**src/rtl/pin_probe_pkg.sv**
```systemverilog
// Shared types for pin_probe: blink FSM states, pin-vector classes, index width helper.
package pin_probe_pkg;

    typedef enum logic [1:0] {IDLE, ON, OFF, GAP} state_t;
    typedef enum logic [1:0] {NONE, SINGLE, MULTI} class_t;

    // clog2 with a floor of 1 so a single-pin build still has an index bit
    function automatic int idx_w(input int w);
        int r;
        r = 1;
        while (((1 << r) < w) && (r < 31)) r++;
        return r;
    endfunction

endpackage

```
**src/rtl/pin_probe_if.sv**
```systemverilog
// Pin/result bundle between the probed header and the pin_probe core.
interface pin_probe_if
    import pin_probe_pkg::*;
#(
    parameter int WIDTH = 48
);
    localparam int IW = idx_w(WIDTH);

    logic [WIDTH-1:0] PMOD;
    logic [IW-1:0]    pin_index;
    logic             pin_valid;
    logic             pin_multi;
    logic             led;

    modport master (output PMOD, input pin_index, pin_valid, pin_multi, led);
    modport slave  (input PMOD, output pin_index, pin_valid, pin_multi, led);
endinterface

```
**src/rtl/pin_probe_classify.sv**
```systemverilog
// Combinational classifier: none / single / multi high pins, plus lowest set index.
module pin_probe_classify
    import pin_probe_pkg::*;
#(
    parameter int WIDTH = 48,
    parameter int IW    = idx_w(WIDTH)
)(
    input  logic [WIDTH-1:0] i_vec,
    output class_t           o_class,
    output logic [IW-1:0]    o_cand
);
    logic w_multi;

    // clearing the lowest set bit leaves something only if two or more were set
    assign w_multi = |(i_vec & (i_vec - WIDTH'(1)));

    always_comb begin
        o_cand = '0;
        for (int i = WIDTH - 1; i >= 0; i--)
            if (i_vec[i]) o_cand = IW'(i);
        if (i_vec == '0)
            o_class = NONE;
        else if (w_multi)
            o_class = MULTI;
        else
            o_class = SINGLE;
    end
endmodule

```
**src/rtl/pin_probe.sv**
```systemverilog
// Finds which PMOD pin is driven high, qualifies it, and blinks its index+1 on the LED.
module pin_probe
    import pin_probe_pkg::*;
#(
    parameter int WIDTH         = 48,
    parameter int STABLE_CYCLES = 1_000_000,
    parameter int BLINK_CYCLES  = 6_000_000,
    parameter int GAP_CYCLES    = 25_000_000
)(
    input  logic       clk,
    input  logic       resetn,
    pin_probe_if.slave bus
);
    localparam int IW   = idx_w(WIDTH);
    localparam int BW   = IW + 1;
    localparam int TMAX = (BLINK_CYCLES > GAP_CYCLES)
                        ? ((BLINK_CYCLES > STABLE_CYCLES) ? BLINK_CYCLES : STABLE_CYCLES)
                        : ((GAP_CYCLES > STABLE_CYCLES) ? GAP_CYCLES : STABLE_CYCLES);
    localparam int TW   = $clog2(TMAX + 1);

    localparam logic [TW-1:0] STAB_SAT   = TW'(STABLE_CYCLES);
    localparam logic [TW-1:0] STAB_ACC   = TW'((STABLE_CYCLES > 1) ? STABLE_CYCLES - 2 : 0);
    localparam logic [TW-1:0] BLINK_LAST = TW'(BLINK_CYCLES - 1);
    localparam logic [TW-1:0] GAP_LAST   = TW'(GAP_CYCLES - 1);

    logic [WIDTH-1:0] r_sync1, r_sync2;
    class_t           w_class, r_class;
    logic [IW-1:0]    w_cand, r_cand;
    logic [TW-1:0]    r_stab;
    logic             w_same, w_accept;
    logic [IW-1:0]    r_index;
    logic             r_valid, r_multi;

    state_t           r_state, w_state;
    logic [TW-1:0]    r_tmr, w_tmr;
    logic [BW-1:0]    r_blinks, w_blinks;
    logic             w_led;

    pin_probe_classify #(.WIDTH(WIDTH), .IW(IW)) u_classify (
        .i_vec   (r_sync2),
        .o_class (w_class),
        .o_cand  (w_cand)
    );

    // accept fires exactly once, on the step that brings the run length to STABLE_CYCLES-1
    assign w_same   = (w_class == r_class) && (w_cand == r_cand);
    assign w_accept = w_same && (r_stab == STAB_ACC);

    always_ff @(posedge clk) begin
        if (!resetn) begin
            r_sync1 <= '0;
            r_sync2 <= '0;
            r_class <= NONE;
            r_cand  <= '0;
            r_stab  <= '0;
            r_index <= '0;
            r_valid <= 1'b0;
            r_multi <= 1'b0;
        end else begin
            r_sync1 <= bus.PMOD;
            r_sync2 <= r_sync1;
            r_class <= w_class;
            r_cand  <= w_cand;
            if (!w_same)
                r_stab <= '0;
            else if (r_stab != STAB_SAT)
                r_stab <= r_stab + TW'(1);
            if (w_accept) begin
                case (w_class)
                    SINGLE: begin
                        r_index <= w_cand;
                        r_valid <= 1'b1;
                        r_multi <= 1'b0;
                    end
                    MULTI: begin
                        r_valid <= 1'b0;
                        r_multi <= 1'b1;
                    end
                    default: begin
                        r_valid <= 1'b0;
                        r_multi <= 1'b0;
                    end
                endcase
            end
        end
    end

    always_ff @(posedge clk) begin
        if (!resetn) begin
            r_state  <= IDLE;
            r_tmr    <= '0;
            r_blinks <= '0;
        end else begin
            r_state  <= w_state;
            r_tmr    <= w_tmr;
            r_blinks <= w_blinks;
        end
    end

    // blink count is latched at sequence start so index changes never disturb a running sequence
    always_comb begin
        w_state  = r_state;
        w_tmr    = r_tmr + TW'(1);
        w_blinks = r_blinks;
        w_led    = 1'b0;
        case (r_state)
            IDLE: begin
                w_tmr = '0;
                w_led = r_multi;
                if (r_valid) begin
                    w_state  = ON;
                    w_blinks = {1'b0, r_index} + BW'(1);
                end
            end
            ON: begin
                w_led = 1'b1;
                if (r_tmr == BLINK_LAST) begin
                    w_state = OFF;
                    w_tmr   = '0;
                end
            end
            OFF: begin
                if (r_tmr == BLINK_LAST) begin
                    w_tmr    = '0;
                    w_blinks = r_blinks - BW'(1);
                    w_state  = (r_blinks > BW'(1)) ? ON : GAP;
                end
            end
            GAP: begin
                if (r_tmr == GAP_LAST) begin
                    w_state = IDLE;
                    w_tmr   = '0;
                end
            end
            default: w_state = IDLE;
        endcase
    end

    assign bus.pin_index = r_index;
    assign bus.pin_valid = r_valid;
    assign bus.pin_multi = r_multi;
    assign bus.led       = w_led;
endmodule

```
**src/flat_wrapper.sv**
```systemverilog
// flat-port wrapper written by rule: the top's interface ports become plain ports
module pin_probe_flat import pin_probe_pkg::*;
#(
    parameter int WIDTH         = 48,
    parameter int STABLE_CYCLES = 1_000_000,
    parameter int BLINK_CYCLES  = 6_000_000,
    parameter int GAP_CYCLES    = 25_000_000
)
  (clk, resetn, bus_PMOD, bus_pin_index, bus_pin_valid, bus_pin_multi, bus_led);
  pin_probe_if #(.WIDTH(WIDTH)) bus_i ();
  input  logic clk;
  input  logic resetn;
  input wire logic [$bits(bus_i.PMOD)-1:0] bus_PMOD;
  output wire logic [$bits(bus_i.pin_index)-1:0] bus_pin_index;
  output wire logic [$bits(bus_i.pin_valid)-1:0] bus_pin_valid;
  output wire logic [$bits(bus_i.pin_multi)-1:0] bus_pin_multi;
  output wire logic [$bits(bus_i.led)-1:0] bus_led;
  assign bus_i.PMOD = bus_PMOD;
  assign bus_pin_index = bus_i.pin_index;
  assign bus_pin_valid = bus_i.pin_valid;
  assign bus_pin_multi = bus_i.pin_multi;
  assign bus_led = bus_i.led;
  pin_probe #(.WIDTH(WIDTH), .STABLE_CYCLES(STABLE_CYCLES), .BLINK_CYCLES(BLINK_CYCLES), .GAP_CYCLES(GAP_CYCLES)) u_core (.clk(clk), .resetn(resetn), .bus(bus_i));
endmodule
```
**config.mk**
```make
export PLATFORM = sky130hd
export DESIGN_NAME = pin_probe_flat
export DESIGN_NICKNAME = d
export VERILOG_FILES = /design/src/rtl/pin_probe_pkg.sv /design/src/rtl/pin_probe_if.sv /design/src/rtl/pin_probe_classify.sv /design/src/rtl/pin_probe.sv /design/src/flat_wrapper.sv
export SDC_FILE = /design/constraint.sdc
export NUM_CORES = 1
export LEC_CHECK = 0
export ABC_AREA = 1
export CAP_MARGIN = 15
export CORE_ASPECT_RATIO = 1.5
export CORE_MARGIN = 10
export CORE_UTILIZATION = 45
export DETAILED_ROUTE_END_ITERATION = 7
export PLACE_DENSITY_LB_ADDON = 0.12
export SYNTH_ARGS = -nofsm -noshare
export SYNTH_HDL_FRONTEND = slang
export SYNTH_SLANG_ARGS = --single-unit
export TNS_END_PERCENT = 30
```
**constraint.sdc**
```tcl
create_clock -name clk -period 4.7 [get_ports clk]
set_input_delay 0.705 -clock clk [delete_from_list [all_inputs] [get_ports clk]]
set_output_delay 0.705 -clock clk [all_outputs]
set_load 0.005 [all_outputs]
```
Yosys cells after proc, flatten, opt, wreduce, memory -nomap -nowiden

Index checks and enable logic that the tools add are counted.

Logic and storage cells: 109
Input port bits: 50
Flip-flop bits (word level): 171
Output and inout port bits: 9

Add/sub/neg operators: 5
Reductions and logical operators: 11
Mux-type cells: 65
Eq/ne operators: 15
Bitwise operators: 1
Magnitude comparators: 1

Operators by type and width:

| kind                                                                      | count |
|---|---|
| 6-bit 2-to-1 mux                                                          | 48 |
| 25-bit case mux with 3 select lines                                       | 1 |
| 25-bit by 1-bit adder with 25-bit output, second input constant           | 2 |
| 25-bit 2-to-1 mux                                                         | 2 |
| 48-bit bitwise AND                                                        | 1 |
| 48-bit logical NOT                                                        | 1 |
| 48-bit OR reduction                                                       | 1 |
| 48-bit by 1-bit subtractor with 48-bit output, second input constant      | 1 |
| 25-bit by 20-bit == test with 1-bit output, second input constant         | 1 |
| 25-bit by 23-bit == test with 1-bit output, second input constant         | 1 |
| 25-bit == test, second input constant                                     | 1 |
| 25-bit by 20-bit inequality test with 1-bit output, second input constant | 1 |
| 2-bit 2-to-1 mux                                                          | 7 |
| 7-bit 2-to-1 mux                                                          | 2 |
| 7-bit case mux with 2 select lines                                        | 1 |
| 2-bit by 1-bit inequality test with 1-bit output, second input constant   | 4 |
| 2-bit case mux with 4 select lines                                        | 1 |
| 6-bit by 1-bit adder with 7-bit output, second input constant             | 1 |
| 7-bit by 1-bit > comparator with 1-bit output, second input constant      | 1 |
| 7-bit by 1-bit subtractor with 7-bit output, second input constant        | 1 |
| 2-bit == test, second input constant                                      | 3 |
| 6-bit == test                                                             | 1 |
| 2-bit by 1-bit == test with 1-bit output, second input constant           | 2 |
| 2-bit AND reduction                                                       | 2 |
| 9 further kinds                                                           | 11 |

Depth between registers and ports, before layout

Gate-level depths: netlist (run 1).

Depth in word-level cells: 52
Depth in mapped cells: 52
Depth with buffers taken out: 52

Hierarchy

From an unflattened synthesis (run 1), not the netlist that was laid out.

Cell total of the unflattened synthesis: 1170
Area, all modules: 8107.8 um^2

Modules (own cells, without submodules):

| module             | cells each | seq. area each (um^2) | instances | area each (um^2) |
|---|---|---|---|---|
| pin_probe          | 897        | 3423.3                | 1         | 6814.0 |
| pin_probe_classify | 273        | 0.0                   | 1         | 1293.7 |

Worst setup path after synthesis (run 1)

No wires, ideal clock.

Path kind: reg2reg
Start point: register u_core.r_sync2[2]
End point: register u_core.r_stab[22]
Clock period less this slack: 3591 ps
Stages on the path, launching flop included: 33
Path buffers: 1
Library setup time: 67 ps
Arrival: 3524 ps
Path slack: 1109 ps
Data required time: 4633 ps
Cell sequence: dfxtp_1 nor2_2 inv_2 nor2_2 inv_2 nor2_2 inv_2 nor2_4 inv_2 nor2_8 inv_2 nor3_4 nand2_2 nor2_2 nand2_2 nor2_2 nand2_1 nor2_1 nand3_1 nand2_1 o2111a_1 nor4b_2 nand2_2 nor2_8 inv_2 a21oi_2 o221ai_2 a21oi_2 nand2_1 nor2_4 nand2_4 buf_6 a21oi_2

Word-level cells in the longest chain between the ends: 8
Elaborated cells between the ends (all ways): 13
Those cells by class: add/sub: 1; eq/ne: 2; mux: 5; bitwise: 1; reduce/logical: 4

Ends and longest elaborated chain:

| what                                          | line                     | source |
|---|---|---|
| start, declared                               | pin_probe.sv:26          | `logic [WIDTH-1:0] r_sync1, r_sync2;` |
| start signal, assigned                        | pin_probe.sv:61          | `r_sync2 <= r_sync1;` |
| 48-bit by 1-bit subtractor with 48-bit output | pin_probe_classify.sv:15 | `assign w_multi = \|(i_vec & (i_vec - WIDTH'(1)));` |
| 48-bit bitwise AND                            | pin_probe_classify.sv:15 |  |
| 48-bit OR reduction                           | pin_probe_classify.sv:15 |  |
| 2-bit 2-to-1 mux                              | pin_probe_classify.sv:23 | `else if (w_multi)` |
| 2-bit 2-to-1 mux                              | pin_probe_classify.sv:21 | `if (i_vec == '0)` |
| 2-bit == test                                 | pin_probe.sv:46          | `assign w_same = (w_class == r_class) && (w_cand == r_cand);` |
| 1-bit logical AND *                           | pin_probe.sv:46          |  |
| 2-bit AND reduction (no source line) *        | n/a                      |  |
| end signal, assigned                          | pin_probe.sv:67          | `r_stab <= r_stab + TW'(1);` |
| end, declared                                 | pin_probe.sv:29          | `logic [TW-1:0] r_stab;` |

Every way passes the cells marked *; elsewhere a longest branch is shown, timed or not.
A chain may end at the register's enable or synchronous reset.

Worst setup path after layout (run 1)

Start point: register u_core.r_sync2[2]
End point: register u_core.r_stab[9]

The elaborated chain is that of the path after synthesis.

==> metrics.yaml, run 1 <==
io_buffers: 58
wire_per_inst_um: 11.9
setup_tns_ps: 0
io_pins: 59
crit-reg2reg-launch: "u_core.r_sync2[2]"
grt_pass1_wl_mm: 28.5
ys_types: 48
relSlewSlack: 0.360
status: "completed"
numClockSinks: 171
core_area_um2: 17200
max_freq_mhz: 238
vias: 6669
dp_hpwl_mm: 12.5
yosys_warnings: 0
syn-num-nets: 1181
skew_ps: 11.6
worstSetupStartpointType: "flop"
critPathRequiredTime_ps: 5040
yosysTopAreaCell: "dfxtp_1"
fin_crit_ps: 4200
cpMostUsedCell: "inv_2"
total_power_mw: 3.52
grt_pass1_vias: 6567
setup_violations: 0
synth-edff-count: 0
crit_path_start: "u_core.r_sync2[2]"
layout-drive-gt1-share: 0.0621
die_h_um: 182
dpl_cell_area_um2: 8600
via_per_inst: 4.75
design_area_um2: 9270
synthCells: 1119
h-tree-depth: 4
cts_hold_buf: 0
arrival_ps: 4540
start_util: 0.455
cts_tree: "done"
row_count: 59
nets: 1241
gp_routability_congestion: 0.882
period_share: 0.893
finalWirelength_mm: 16.7
grt_start_max_net_pins: 60
syn2layout_area_growth_pct: 18.4
ys.flop_type: "dfxtp_1"
drc_errors: 0
critical_path_class: "reg -> reg"
crit_fanout: 25
endpoint_kind: "flop"
initialDrtViolationCount: 263
synth_area_um2: 7830
hold_viol: 0
cts-root-buf: "clkbuf_16"
fillers: 1753
cp_slowest_cell: "dfxtp_1"
avgSynthCellArea_um2: 6.99
clk_pin_slew_worst_paths_ps: 70
cts_setup_buffers: 0
worst_pin_slew_ps: 960
power.density_nw_per_um2: 380
yosysSeqAreaShare: 0.437
clk_latency_ps: 430
maxSlewViolCount: 0
cts_resized: 0
antenna_found_initial: 0
die_area_um2: 23200
synth-seq-cells: 171
firstDrtPassIters: 4
die_w_um: 128
yosys-top-cells-area: "dfxtp_1 44%, nand2_1 12%, inv_1 12%"
ant_nets: 0
async_flop_share: 0
max_stage_delay_ps: 320
ir_drop_mv: 0.218
synthTopCellsByCount: "247 x nand2_1, 240 x inv_1, 171 x dfxtp_1"
antenna_cells: 0
grt.overflow.total: 0
p_leak_nw: 4.42
holdCritPathClass: "reg -> reg"
cts_max_path_buffers: 2
cts_made_buffers: 17
rsz0062_at_grt: "false"
drv_cap: 0
grt.total_usage: 0.147
yosysMostFrequentCell: "nand2_1"
yosysTopAreaCellShare: 0.437
hold_start: "u_core.r_sync1[14]"
==> worst max-delay path, delay by kind of cell, from the launching register on <==
kind                   cells  cell delay [ps]
AO/OA/AOI/OAI              4              530
buffers and inverters      6              410
flip-flops                 1              320
AND/OR/NAND/NOR           21             2870
==> through the flow <==
stage,util,hold slack [ps],setup WS [ps],std cells
6_report,0.539,407,504,1405
5_1_grt,0.539,422,10.1,1405
4_1_cts,0.539,413,459,1405
3_5_place_dp,0.500,396,490,1373
3_3_place_gp,0.500,395,640,1373
2_1_floorplan,-,390,1110,1119
==> sequential cells by signal (all words and copies together), names as in the netlist <==
signal	flops
u_core.r_blinks	7
u_core.r_sync2	48
u_core.r_cand	6
u_core.r_class	2
u_core.bus.pin_index	6
u_core.r_state	2
u_core.bus.pin_multi	1
u_core.bus.pin_valid	1
u_core.r_sync1	48
u_core.r_stab	25
u_core.r_tmr	25
==> routing by layer <==
| metal | vias to the layer above | global-route usage | share of wire |
|---|---|---|---|
| li1 | 3545 | - | - |
| met1 | 3032 | 0.147 | 0.40 |
| met3 | 26 | 0.0303 | 0.029 |
| met5 | - | 0 | 0 |
| met2 | 66 | 0.284 | 0.55 |
| met4 | 0 | 0.0537 | 0.015 |
==> cell type report <==
| cell class | count | area (um^2) | share of cell area |
|---|---|---|---|
| Timing Repair Buffer | 59 | 586 | 0.0632 |
| Clock buffer | 18 | 439 | 0.0474 |
| Multi-Input combinational cell | 683 | 3390 | 0.366 |
| Clock inverter | 14 | 229 | 0.0247 |
| Inverter | 247 | 927 | 0.100 |
| Tap cell | 213 | 267 | 0.0288 |
| Sequential cell | 171 | 3420 | 0.369 |
==> cells in the final DEF, fill, tap and decap left out, types with 3 or more instances in the layout <==
| cell type | count |
|---|---|
| a21oi_1 | 37 |
| a21oi_2 | 7 |
| bufinv_16 | 5 |
| clkbuf_16 | 17 |
| clkdlybuf4s50_1 | 57 |
| clkinv_4 | 4 |
| dfxtp_1 | 171 |
| ha_1 | 12 |
| inv_1 | 240 |
| inv_2 | 7 |
| inv_6 | 5 |
| nand2_1 | 247 |
| nand2_2 | 3 |
| nand3_1 | 24 |
| nand4_1 | 28 |
| nor2_1 | 152 |
| nor2_2 | 9 |
| nor3_1 | 37 |
| nor3b_1 | 4 |
| nor4_1 | 11 |
| o211ai_1 | 3 |
| o21ai_0 | 44 |
| or2_2 | 4 |
| xnor2_1 | 6 |
| xor2_1 | 25 |
==> report_power, final <==
group | total, mW | switching (mW) | leakage, nW | internal, mW
registers | 1.55 | 0.0374 | 1.40 | 1.51
clock network | 1.57 | 0.596 | 0.326 | 0.970
logic | 0.408 | 0.244 | 2.70 | 0.164
total | 3.52 | 0.878 | 4.42 | 2.64
==> path summary, 6_finish.rpt <==
path / endpoint / slack, ps / cells after the start
setup / recovery: u_core.r_stab[9] / 500 / 31
hold / removal: u_core.r_sync2[14] / 410 / 2
setup reg to reg: u_core.r_stab[9] / 500 / 31
hold reg to reg: u_core.r_sync2[14] / 410 / 2
==> cells by family after synthesis <==
group / after synthesis / synth area share
simple gates: 529 / 0.295
xor+xnor: 31 / 0.0347
fa+ha+maj: 13 / 0.0205
flops: 171 / 0.437
buf+inv: 265 / 0.129
compound gates: 110 / 0.0833
(Power assumes the default switching activity.)
==> run 2: changes to the inputs <==
--- a/config.mk
+++ b/config.mk
@@ -9,8 +9,9 @@
 export CAP_MARGIN = 15
 export CORE_ASPECT_RATIO = 1.5
 export CORE_MARGIN = 10
-export CORE_UTILIZATION = 45
+export CORE_UTILIZATION = 40
 export DETAILED_ROUTE_END_ITERATION = 7
+export GPL_ROUTABILITY_DRIVEN = 0
 export PLACE_DENSITY_LB_ADDON = 0.12
 export SYNTH_ARGS = -nofsm -noshare
 export SYNTH_HDL_FRONTEND = slang
==> metrics.yaml, run 2 (synthesis results as in run 1) <==
final_common_cell: "nand2_1"
clk_pin_slew_worst_paths_ps: 70  # about the same
instances_no_fill: 1448  # +3.1%
use_met3: 0.0310  # +0.000683
io_buffers: 58  # unchanged
relSlewSlack: 0.316  # -0.0445
skew_ps: 10.1  # -1.55 ps
fin_crit_ps: 4180  # -19.1 ps
busiest_layer: "met2"
grt_pass1_wl_mm: 29.5  # +3.2%
cts_setup_buffers: 0  # unchanged
start_util: 0.407  # -0.0482
antenna_cells: 0  # unchanged
placed_cells_incl_taps: 1416  # +3.1%
max_freq_mhz: 239  # +0.46%
cts_made_buffers: 17  # unchanged
crit_fanout: 25  # unchanged
rsz0062_at_grt: "false"
status: "completed"
grt_pass1_vias: 6605  # +0.58%
ff2ff_path_depth: 31  # unchanged
clk_latency_ps: 430  # about the same
cts_tree: "done"
arrival_ps: 4520  # -20 ps
setup_slack_ps: 523  # +19.1 ps
hold_viol: 0  # unchanged
setup_violations: 0  # unchanged
worstSetupStartpointType: "flop"
layout_common_cells: "247 x nand2_1, 240 x inv_1, 171 x dfxtp_1"
endpoint_kind: "flop"
io_pins: 59  # unchanged
dpl_cell_area_um2: 8650  # +0.63%
row_count: 62  # +5.1%
power.density_nw_per_um2: 359  # -5.6%
maxSlewViolCount: 0  # unchanged
grt.total_usage: 0.138  # -0.00864
drv_cap: 0  # unchanged
syn2layout_area_growth_pct: 18.0
cts-root-buf: "clkbuf_16"
cts_max_path_buffers: 2  # unchanged
max_stage_delay_ps: 310  # about the same
design_area_um2: 9240  # -0.32%
wire_per_inst_um: 11.6  # -2.2%
place_ws_ps: 431  # -58.1 ps
vias: 6707  # +0.57%
critPathRequiredTime_ps: 5050  # about the same
setup_tns_ps: 0  # unchanged
nets: 1241  # unchanged
initialDrtViolationCount: 418  # +59%
critical_path_class: "reg -> reg"
worst_hold_slack_ps: 407  # -0.341 ps
worst_pin_slew_ps: 1030  # +66.7 ps
die_area_um2: 25700  # +11%
h-tree-depth: 4  # unchanged
largestRegisters: "u_core.r_sync1: 48 flops, u_core.r_sync2: 48 flops"
holdCritPathClass: "reg -> reg"
cp_slowest_cell: "dfxtp_1"
firstDrtPassIters: 5  # +1
grt_start_max_net_pins: 63  # +5.0%
core_area_um2: 19200  # +12%
ant_nets: 0  # unchanged
finalWirelength_mm: 16.8  # +0.78%
layout-drive-gt1-share: 0.0612  # -0.000839
p_leak_nw: 4.37  # -1.2%
die_h_um: 191  # +5.4%
die_w_um: 134  # +5.1%
period_share: 0.889  # -0.00407
numClockSinks: 171  # unchanged
met2_usage: 0.262  # -0.0225
cts_hold_buf: 0  # unchanged
dp_hpwl_mm: 12.8  # +2.6%
ir_drop_mv: 0.239  # +9.6%
holdPathStages: 2  # unchanged
via_per_inst: 4.63  # -2.4%
grt.overflow.total: 0  # unchanged
drc_errors: 0  # unchanged
cpMostUsedCell: "inv_2"
met1_usage: 0.145  # -0.00200
antenna_found_initial: 0  # unchanged
## run 2: what timing repair did
action	CTS	global route
endpoints found under the hold margin	0	0
setup endpoints to repair	0	4
resized for setup	0	1
## run 2: worst max-delay path, delay by kind of cell, from the launching register on
family / cells / cell delay, ps
and+or+nand+nor: 21 / 2810
DFF: 1 / 310
buffers and inverters: 6 / 410
AOI/OAI and AO/OA: 4 / 540
## run 2: per-layer routing
layer | share of wire | routed length [um]
met2 | 0.55 | 9230
met3 | 0.029 | 486
met5 | 0 | 0
met4 | 0.012 | 202
met1 | 0.41 | 6910
## run 2: cell type report
class	instances	area (um^2)
Timing Repair Buffer	59	586
Tap cell	256	320
Fill cell	2060	10000
Inverter	247	927
Clock inverter	13	133
Sequential cell	171	3420
Multi-Input combinational cell	683	3400
Clock buffer	19	443
## run 2: power by group
group	switching [mW]	total (mW)	internal, mW
clock	0.598	1.36	0.758
combinational	0.244	0.409	0.165
sequential	0.0374	1.55	1.51
total	0.880	3.31	2.43
## run 2: worst paths after layout
path	start	end	slack [ps]
worst max-delay path	u_core.r_sync2[1]	u_core.r_stab[21]	520
worst min-delay path	u_core.r_sync1[17]	u_core.r_sync2[17]	410
worst min register to register	u_core.r_sync1[17]	u_core.r_sync2[17]	410
worst max register to register	u_core.r_sync2[1]	u_core.r_stab[21]	520
## run 2: per-stage QoR
step / power, mW / util
floorplan: 1.87 / -
global placement: 1.99 / 0.450
detailed placement: 1.99 / 0.450
CTS: 3.37 / 0.480
global route: 3.49 / 0.480
finish: 3.31 / 0.480
